<file path="config.mk">
export PLATFORM = sky130hd
export DESIGN_NAME = serdesphy_pcs_tx_path
export DESIGN_NICKNAME = d
export VERILOG_FILES = /design/src/rtl/serdesphy_pcs_tx_path_pkg.sv /design/src/rtl/serdesphy_pcs_tx_path_fifo.sv /design/src/rtl/serdesphy_pcs_tx_path.sv
export SDC_FILE = /design/constraint.sdc
export NUM_CORES = 1
export LEC_CHECK = 0
export CAP_MARGIN = 15
export CORE_ASPECT_RATIO = 0.7
export CORE_MARGIN = 5
export CORE_UTILIZATION = 30
export CTS_CLUSTER_SIZE = 10
export DETAILED_ROUTE_END_ITERATION = 7
export GPL_TIMING_DRIVEN = 1
export SYNTH_ARGS = -nofsm -noshare
export SYNTH_HDL_FRONTEND = slang
export SYNTH_SLANG_ARGS = --single-unit
</file>
<file path="constraint.sdc">
create_clock -name clk_240m_tx -period 3.84 [get_ports clk_240m_tx]
set_clock_uncertainty 0.2 [all_clocks]
set_input_delay 0.96 -clock clk_240m_tx [delete_from_list [all_inputs] [get_ports clk_240m_tx]]
set_output_delay 0.96 -clock clk_240m_tx [all_outputs]
set_load 0.05 [all_outputs]
</file>
<file path="src/rtl/serdesphy_pcs_tx_path_pkg.sv">
// serdesphy_pcs_tx_path_pkg: shared state encodings, LFSR seed and PRBS step function for the PCS TX path
package serdesphy_pcs_tx_path_pkg;

    typedef enum logic [1:0] {
        ST_OFF  = 2'd0,
        ST_IDLE = 2'd1,
        ST_DATA = 2'd2,
        ST_PRBS = 2'd3
    } tx_state_e;

    localparam int          LFSR_W    = 15;
    localparam int          PRBS7_HI  = 6;
    localparam int          PRBS7_LO  = 5;
    localparam int          PRBS15_HI = 14;
    localparam int          PRBS15_LO = 13;
    localparam logic [14:0] LFSR_SEED = '1;

    // One Fibonacci step. PRBS7 lives in the low 7 bits; the upper bits just
    // shift along unused, so a single 15-bit register serves both modes.
    function automatic logic [LFSR_W-1:0] lfsr_step(input logic [LFSR_W-1:0] s, input logic mode);
        return {s[LFSR_W-2:0], mode ? s[PRBS15_HI] ^ s[PRBS15_LO] : s[PRBS7_HI] ^ s[PRBS7_LO]};
    endfunction

endpackage

</file>
<file path="src/rtl/serdesphy_pcs_tx_path_fifo.sv">
// serdesphy_pcs_tx_path_fifo: single-clock word FIFO with synchronous flush
//  clk, rst_n : clock, async active-low reset
//  flush      : empties the FIFO at the next edge (wins over push/pop)
//  push/wdata : write request; ignored while full, even with a same-cycle pop
//  pop/rdata  : read request; rdata shows the head word combinationally
//  full/empty/level : occupancy status, level saturates at DEPTH
module serdesphy_pcs_tx_path_fifo #(
    parameter int DATA_W = 4,
    parameter int DEPTH  = 8
) (
    input  logic                     clk,
    input  logic                     rst_n,
    input  logic                     flush,
    input  logic                     push,
    input  logic                     pop,
    input  logic [DATA_W-1:0]        wdata,
    output logic [DATA_W-1:0]        rdata,
    output logic                     full,
    output logic                     empty,
    output logic [$clog2(DEPTH):0]   level
);

    localparam int AW = $clog2(DEPTH);

    logic [DATA_W-1:0] mem [DEPTH];
    logic [AW-1:0]     wr_ptr;
    logic [AW-1:0]     rd_ptr;
    logic              do_push;
    logic              do_pop;

    assign full    = level == (AW+1)'(DEPTH);
    assign empty   = level == '0;
    assign do_push = push & ~full;
    assign do_pop  = pop & ~empty;
    assign rdata   = mem[rd_ptr];

    // Pointers are AW bits wide, so they wrap modulo DEPTH for free.
    always_ff @(posedge clk or negedge rst_n) begin
        if (!rst_n) begin
            wr_ptr <= '0;
            rd_ptr <= '0;
            level  <= '0;
        end else if (flush) begin
            wr_ptr <= '0;
            rd_ptr <= '0;
            level  <= '0;
        end else begin
            wr_ptr <= do_push ? wr_ptr + 1'b1 : wr_ptr;
            rd_ptr <= do_pop ? rd_ptr + 1'b1 : rd_ptr;
            level  <= level + {{AW{1'b0}}, do_push} - {{AW{1'b0}}, do_pop};
        end
    end

    always_ff @(posedge clk) begin
        if (do_push && !flush)
            mem[wr_ptr] <= wdata;
    end

endmodule

</file>
<file path="src/rtl/serdesphy_pcs_tx_path.sv">
// serdesphy_pcs_tx_path: PCS TX datapath - word FIFO, PRBS7/15 generator, idle insertion, MSB-first serializer
//  clk_240m_tx, rst_n_240m_tx : TX clock, async active-low reset
//  tx_en, tx_fifo_en, tx_prbs_en, tx_idle, tx_data_sel, prbs_mode, clr_sticky : control
//  tx_data, tx_valid          : parallel word write port into the FIFO
//  tx_serial_data/valid       : registered serial bit stream to the PMA
//  tx_idle_pattern            : bit on the wire belongs to IDLE_WORD
//  tx_fifo_full/empty/level   : FIFO status
//  tx_overflow, tx_underflow, tx_error : sticky error flags
//  tx_active                  : sending DATA or PRBS
module serdesphy_pcs_tx_path
    import serdesphy_pcs_tx_path_pkg::*;
#(
    parameter int                DATA_W     = 4,
    parameter int                FIFO_DEPTH = 8,
    parameter logic [DATA_W-1:0] IDLE_WORD  = {DATA_W/2{2'b10}}
) (
    input  logic                          clk_240m_tx,
    input  logic                          rst_n_240m_tx,
    input  logic                          tx_en,
    input  logic                          tx_fifo_en,
    input  logic                          tx_prbs_en,
    input  logic                          tx_idle,
    input  logic                          tx_data_sel,
    input  logic                          prbs_mode,
    input  logic                          clr_sticky,
    input  logic [DATA_W-1:0]             tx_data,
    input  logic                          tx_valid,
    output logic                          tx_serial_data,
    output logic                          tx_serial_valid,
    output logic                          tx_idle_pattern,
    output logic                          tx_fifo_full,
    output logic                          tx_fifo_empty,
    output logic [$clog2(FIFO_DEPTH):0]   tx_fifo_level,
    output logic                          tx_overflow,
    output logic                          tx_underflow,
    output logic                          tx_active,
    output logic                          tx_error
);

    localparam int CW = $clog2(DATA_W);

    tx_state_e         state;
    tx_state_e         state_nxt;
    tx_state_e         sel;
    logic [CW-1:0]     bit_cnt;
    logic [DATA_W-1:0] shift;
    logic [DATA_W-1:0] fifo_rdata;
    logic [DATA_W-1:0] word;
    logic [LFSR_W-1:0] lfsr;
    logic              prbs_sel;
    logic              word_idle;
    logic              boundary;
    logic              fifo_pop;
    logic              use_fifo;
    logic              prbs_entry;
    logic              prbs_bit;

    serdesphy_pcs_tx_path_fifo #(
        .DATA_W (DATA_W),
        .DEPTH  (FIFO_DEPTH)
    ) u_fifo (
        .clk   (clk_240m_tx),
        .rst_n (rst_n_240m_tx),
        .flush (~tx_fifo_en),
        .push  (tx_valid & tx_fifo_en),
        .pop   (fifo_pop),
        .wdata (tx_data),
        .rdata (fifo_rdata),
        .full  (tx_fifo_full),
        .empty (tx_fifo_empty),
        .level (tx_fifo_level)
    );

    assign boundary   = tx_en & (bit_cnt == '0);
    assign fifo_pop   = boundary & (sel == ST_DATA);
    assign use_fifo   = fifo_pop & ~tx_fifo_empty;
    assign word       = use_fifo ? fifo_rdata : IDLE_WORD;
    assign prbs_entry = boundary & (sel == ST_PRBS) & (state != ST_PRBS);
    assign prbs_bit   = prbs_sel ? lfsr[PRBS15_HI] : lfsr[PRBS7_HI];
    assign tx_active  = (state == ST_DATA) | (state == ST_PRBS);
    assign tx_error   = tx_overflow | tx_underflow;

    always_ff @(posedge clk_240m_tx or negedge rst_n_240m_tx) begin
        if (!rst_n_240m_tx)
            state <= ST_OFF;
        else
            state <= state_nxt;
    end

    // Source is only re-evaluated at word boundaries; dropping tx_en aborts at once.
    always_comb begin
        sel       = tx_idle ? ST_IDLE : tx_data_sel ? (tx_prbs_en ? ST_PRBS : ST_IDLE) : ST_DATA;
        state_nxt = !tx_en ? ST_OFF : boundary ? sel : state;
    end

    // Output register lags the shift register by one cycle: the bit emitted at
    // a boundary edge is still the last bit of the outgoing word, so valid and
    // idle_pattern are derived from the pre-edge state/word to stay aligned.
    always_ff @(posedge clk_240m_tx or negedge rst_n_240m_tx) begin
        if (!rst_n_240m_tx) begin
            bit_cnt         <= '0;
            shift           <= '0;
            word_idle       <= 1'b0;
            lfsr            <= LFSR_SEED;
            prbs_sel        <= 1'b0;
            tx_serial_data  <= 1'b0;
            tx_serial_valid <= 1'b0;
            tx_idle_pattern <= 1'b0;
        end else if (!tx_en) begin
            bit_cnt         <= '0;
            shift           <= '0;
            word_idle       <= 1'b0;
            tx_serial_data  <= 1'b0;
            tx_serial_valid <= 1'b0;
            tx_idle_pattern <= 1'b0;
        end else begin
            bit_cnt         <= (bit_cnt == CW'(DATA_W-1)) ? '0 : bit_cnt + 1'b1;
            shift           <= boundary ? word : shift << 1;
            word_idle       <= boundary ? (sel != ST_PRBS) & ~use_fifo : word_idle;
            lfsr            <= prbs_entry ? LFSR_SEED : (state == ST_PRBS) ? lfsr_step(lfsr, prbs_sel) : lfsr;
            prbs_sel        <= prbs_entry ? prbs_mode : prbs_sel;
            tx_serial_data  <= (state == ST_PRBS) ? prbs_bit : shift[DATA_W-1];
            tx_serial_valid <= state != ST_OFF;
            tx_idle_pattern <= (state != ST_OFF) & word_idle;
        end
    end

    // A new set event in the same cycle as clr_sticky keeps the flag set.
    always_ff @(posedge clk_240m_tx or negedge rst_n_240m_tx) begin
        if (!rst_n_240m_tx) begin
            tx_overflow  <= 1'b0;
            tx_underflow <= 1'b0;
        end else begin
            tx_overflow  <= (tx_valid & tx_fifo_full) | (tx_overflow & ~clr_sticky);
            tx_underflow <= (fifo_pop & tx_fifo_empty) | (tx_underflow & ~clr_sticky);
        end
    end

endmodule

</file>
# After elaboration in Yosys (flattened, before gate mapping)
# Memory sizes are Yosys's and may differ from the RTL's.
# Index checks and enable logic that the tools add are counted.
op_classes:
  addsub: 5
  eq_ne: 11
  muxes: 27
  bitwise_logic: 23
  reduce_logical: 7
ops:
  columns: ["operator", "n"]
  rows:
  - ["$mux W15", 2]
  - ["$mux W4", 4]
  - ["$mux W2", 7]
  - ["$and A1 B1 Y1", 13]
  - ["$mux W3", 4]
  - ["$eq A2 B2 Y1 const B", 5]
  - ["$mux W1", 10]
  - ["$add A3 B1 Y3 const B", 2]
  - ["$ne A2 B1 Y1 const B", 3]
  - ["$add A4 B1 Y4", 1]
  - ["$eq A4 B4 Y1 const B", 1]
  - ["$logic_not A4 Y1", 1]
  - ["$ne A2 B2 Y1 const B", 2]
  - ["$not A1 Y1", 4]
  - ["$or A1 B1 Y1", 4]
  - ["$reduce_and A2 Y1", 2]
  - ["$reduce_bool A2 Y1", 2]
  - ["$sub A4 B1 Y4", 1]
  - ["$add A2 B1 Y2 const B", 1]
  - ["$logic_not A2 Y1", 1]
  - ["$xor A1 B1 Y1", 2]
  - ["$logic_and A1 B1 Y1", 1]
totals:
  register_bits: 40
  ram_bits: 32
  output_inout_bits: 13
  memories: 1
mem_list:
  columns: ["memory", "words", "word_bits", "rd", "rd_ports_with_merged_regs", "wr", "line_no", "rtl"]
  rows:
  - ["u_fifo.mem", 8, 4, 1, 0, 1, "serdesphy_pcs_tx_path_fifo.sv:25", "logic [DATA_W-1:0] mem [DEPTH];"]

# Logic depth before layout (Yosys ltp)
depth:
  word_depth: 10
  ltp_mapped: 12
  ltp_nobuf: 12

# Cells and area by module
# A second synthesis with hierarchy kept.
unflattened:
  hier_cells: 254
  hier_area_um2: 3276.9
modules_own_cells:
  columns: ["mod", "instances", "cells_each", "area_per_inst_um2", "seq_area_each_um2"]
  rows:
  - ["serdesphy_pcs_tx_path_fifo", 1, 120, 1908.1, 1211.2]
  - ["serdesphy_pcs_tx_path", 1, 134, 1368.8, 769.5]

# Worst setup path before layout
# Ideal clock, no wire load.
synth_path:
  path_type: "input-to-reg"
  start: "in tx_en"
  end: "reg u_fifo.level[2]"
  t_arrival_ns: 2.668
  setup_slack_ns: 0.853
  stages: 10
  path_buffers: 1
  path_cell_list: "buf_2 > and4bb_2 > nand2_2 > inv_2 > ha_1 > inv_1 > ha_1 > fa_1 > xor2_1 > and2_1"
synth_via:
  elab_chain_cells: 5
synth_lines:
  columns: ["element", "line_no", "rtl"]
  rows:
  - ["start: declaration", "serdesphy_pcs_tx_path.sv:19", "input logic tx_en,"]
  - ["$and A1 B1 Y1", "serdesphy_pcs_tx_path.sv:74", "assign boundary = tx_en & (bit_cnt == '0);"]
  - ["$and A1 B1 Y1", "serdesphy_pcs_tx_path.sv:75", "assign fifo_pop = boundary & (sel == ST_DATA);"]
  - ["$and A1 B1 Y1", "serdesphy_pcs_tx_path_fifo.sv:34", "assign do_pop = pop & ~empty;"]
  - ["$sub A4 B1 Y4", "serdesphy_pcs_tx_path_fifo.sv:50", "level <= level + {{AW{1'b0}}, do_push} - {{AW{1'b0}}, do_pop};"]
  - ["$mux W4", "serdesphy_pcs_tx_path_fifo.sv:43", "end else if (flush) begin"]
  - ["end signal: assignment", "serdesphy_pcs_tx_path_fifo.sv:50", null]
  - ["end: declaration", "serdesphy_pcs_tx_path_fifo.sv:20", "output logic [$clog2(DEPTH):0] level"]
# No other way between the ends.
# A chain may end at the register's enable or synchronous reset.

# Worst setup path in the final report
layout_path:
  start: "reg u_fifo.level[2]"
  end: "out tx_fifo_full"
layout_via:
  elab_chain_cells: 1
layout_lines:
  columns: ["element", "line_no", "rtl"]
  rows:
  - ["$eq A4 B4 Y1", "serdesphy_pcs_tx_path_fifo.sv:31", "assign full = level == (AW+1)'(DEPTH);"]
  - ["end: declaration", "serdesphy_pcs_tx_path.sv:31", "output logic tx_fifo_full,"]
# No other way between the ends.

==> flow_metrics.env <==
export IMPL_die_area_um2=12600
export IMPL_synthFlopType="edfxtp_1"
export IMPL_gp_congestion=0.725
export IMPL_crit_fanout=5
export IMPL_synth_xor_area_frac=0.0224
export IMPL_layout_drive_gt1_share=0.163
export IMPL_ys_warn_count=0
export IMPL_htreeDepth=3
export IMPL_worstSetupPathType="reg2out"
export IMPL_post_route_min_period_ns=3.55
export IMPL_cts_tree="built"
export IMPL_hold_ws_ns=0.268
export IMPL_die_h_um=95.5
export IMPL_netlist_area_um2=3130
export IMPL_syn_nets=273
export IMPL_cts_buffers=9
export IMPL_gr_total_overflow=0
export IMPL_power_switching_mw=0.652
export IMPL_core_area_um2=10300
export IMPL_start_util=0.304
export IMPL_maxCapViolCount=0
export IMPL_tightest_slew_ns=0.886
export IMPL_powerDensity_nw_per_um2=604
export IMPL_rr_worst_depth=11
export IMPL_yosysMostFrequentCell="nor2_1"
export IMPL_grt_pass1_wl_mm=9.73
export IMPL_yosysSeqAreaShare=0.633
export IMPL_die_w_um=132
export IMPL_ys_top_cells_by_area="edfxtp_1 (31%), dfrtp_1 (20%), dfstp_2 (13%)"
export IMPL_avgSynthCellArea_um2=12.6
export IMPL_cts_buffer_depth=2
export IMPL_grt_usage=0.100
export IMPL_dp_hpwl_mm=4.00
export IMPL_drt_total_wl_mm=5.62
export IMPL_synth_fa_ha_area_frac=0.0464
export IMPL_firstDrtPassIters=4
export IMPL_synth_edf_count=32
export IMPL_rsz0062_at_grt="no"
export IMPL_via_count=1803
export IMPL_status="completed"
export IMPL_pwr_share_seq=0.457
export IMPL_p_leak_nw=1.45
export IMPL_fin_util=0.368
export IMPL_hold_viol_final=0
export IMPL_cts_setup_buffers=0
export IMPL_startpoint_type="flop"
export IMPL_worstPathRequired_ns=2.68
export IMPL_grt_pass1_vias=1888
export IMPL_yosys_area_top_type="edfxtp_1"
export IMPL_synth_cell_type_count=35
export IMPL_power_frac_comb=0.220
export IMPL_clkTransAtPathRegs_ns=0.05
export IMPL_slew_violations=0
export IMPL_clkPwrFrac=0.323
export IMPL_finalPower_mw=2.28
export IMPL_holdCritPathClass="reg2reg"
export IMPL_postCtsHoldBufs=0
export IMPL_grt_max_degree=41
export IMPL_setup_tns_ns=0
export IMPL_portBuffers=26
export IMPL_ant_nets=0
export IMPL_synth_simple_area_share=0.124
export IMPL_cts_root_buf="clkbuf_16"
export IMPL_drc=0
export IMPL_peakVddDrop_mv=0.256
export IMPL_cts_resized=0
export IMPL_instances_no_fill=414
export IMPL_first_iter_violations=107
export IMPL_cts_sinks=72
export IMPL_grt_antenna_before_repair=0
export IMPL_synthMuxAreaShare=0.0752
export IMPL_avgRoutedWirePerCell_um=13.6
export IMPL_post_place_cells=398
export IMPL_slew_headroom=0.410
export IMPL_ioPinCount=27
export IMPL_setup_viol=0
export IMPL_p_sw_frac=0.285
export IMPL_intPower_mw=1.63
export IMPL_finalCritPeriodShare=0.925
export IMPL_antenna_cells=0
export IMPL_async_reset_ff_frac=0.556
export IMPL_cp_data_arrival_time_ns=2.39
export IMPL_synth_top_family_by_area="simple AND/OR/NAND/NOR gates"
export IMPL_setup_worst_path_end_class="primary output"
export IMPL_max_freq_mhz=282
export IMPL_area_growth_pct=20.8
export IMPL_synth_compound_area_frac=0.0624
export IMPL_rows=31
export IMPL_netlist_area_leader_share=0.307
export IMPL_ys_ff_latch=72
export IMPL_viasPerCell=4.36
export IMPL_clock_latency_ns=0.33
export IMPL_fin_nets=302
export IMPL_syn_inst=248
export IMPL_netlist_top_cells_count="nor2_1 (40), edfxtp_1 (32), dfrtp_1 (25), a21oi_1 (21)"
export IMPL_whs_path_depth=1
-- placed cells by master (no fill, tap or decap), drive strengths merged, types with 10 or more instances in the layout --
cell           instances
edfxtp                32
inv                   16
dfstp                 15
ha                    10
a21oi                 21
nor2                  40
and2                  10
clkdlybuf4s50         25
nand2                 14
clkbuf                15
dfrtp                 25
-- metrics by stage --
| stage | instance area [um2] | setup WS [ns] |
|---|---|---|
| global placement | 3520 | 0.410 |
| detailed placement | 3520 | 0.362 |
| finish | 3780 | 0.289 |
| global route | 3780 | 0.176 |
| CTS | 3780 | 0.269 |
| floorplan | 3130 | 0.853 |
-- final cells by class --
cell class                 count  area (um2)
clock buffer                  15         258
multi-input combinational    149        1030
clock inverter                 1        5.00
sequential                    72        1980
fill                        1012        6500
timing repair buffer          29         278
tap                          132         165
inverter                      16        60.1
-- final timing paths --
| kind | start | endpoint | slack, ns |
|---|---|---|---|
| setup reg to reg | u_fifo.level[2] | u_fifo.level[2] | 0.97 |
| setup / recovery | u_fifo.level[2] | tx_fifo_full | 0.29 |
| hold reg to reg | bit_cnt[0] | bit_cnt[0] | 0.27 |
| max in group asynchronous | rst_n_240m_tx | u_fifo.wr_ptr[0] | 2.33 |
| min in group asynchronous | rst_n_240m_tx | prbs_sel | 0.56 |
| hold / removal | bit_cnt[0] | bit_cnt[0] | 0.27 |
-- metal layers --
metal  global-route usage  share of wire
met5                    0              0
met1                0.138           0.51
met2                0.139           0.41
met4               0.0462          0.018
met3               0.0396          0.059
-- registers in the layout (all words and copies together), names as in the netlist, 2 cells and up --
name,cells
u_fifo.rd_ptr,3
lfsr,15
u_fifo.mem,32
u_fifo.level,4
state,2
u_fifo.wr_ptr,3
bit_cnt,2
shift,4
-- worst max-delay path, cell delays in order, from the launching register on --
cell	delay [ns]
dfrtp_1	0.40
inv_1	0.11
ha_1	0.14
or3b_2	0.51
inv_1	0.10
clkdlybuf4s50_1	0.80
-- power groups by stage --
stage          registers, mW  clock network, mW  logic (mW)
5_1_grt                 1.06              0.794       0.558
2_1_floorplan           1.10                  0       0.307
6_report                1.04              0.737       0.502
3_5_place_dp            1.06                  0       0.510
3_3_place_gp            1.06                  0       0.502
4_1_cts                 1.04              0.762       0.511
-- cell families (layout without fill, tap and decap cells) --
group	Yosys count	count (layout)
flip-flops	72	72
AO/OA/AOI/OAI	36	36
multiplexers	13	13
buffers and inverters	27	61
XOR/XNOR	8	8
adder cells (fa/ha/maj)	11	11
AND/OR/NAND/NOR	81	81
No activity file was read; power rests on OpenSTA's default activity.
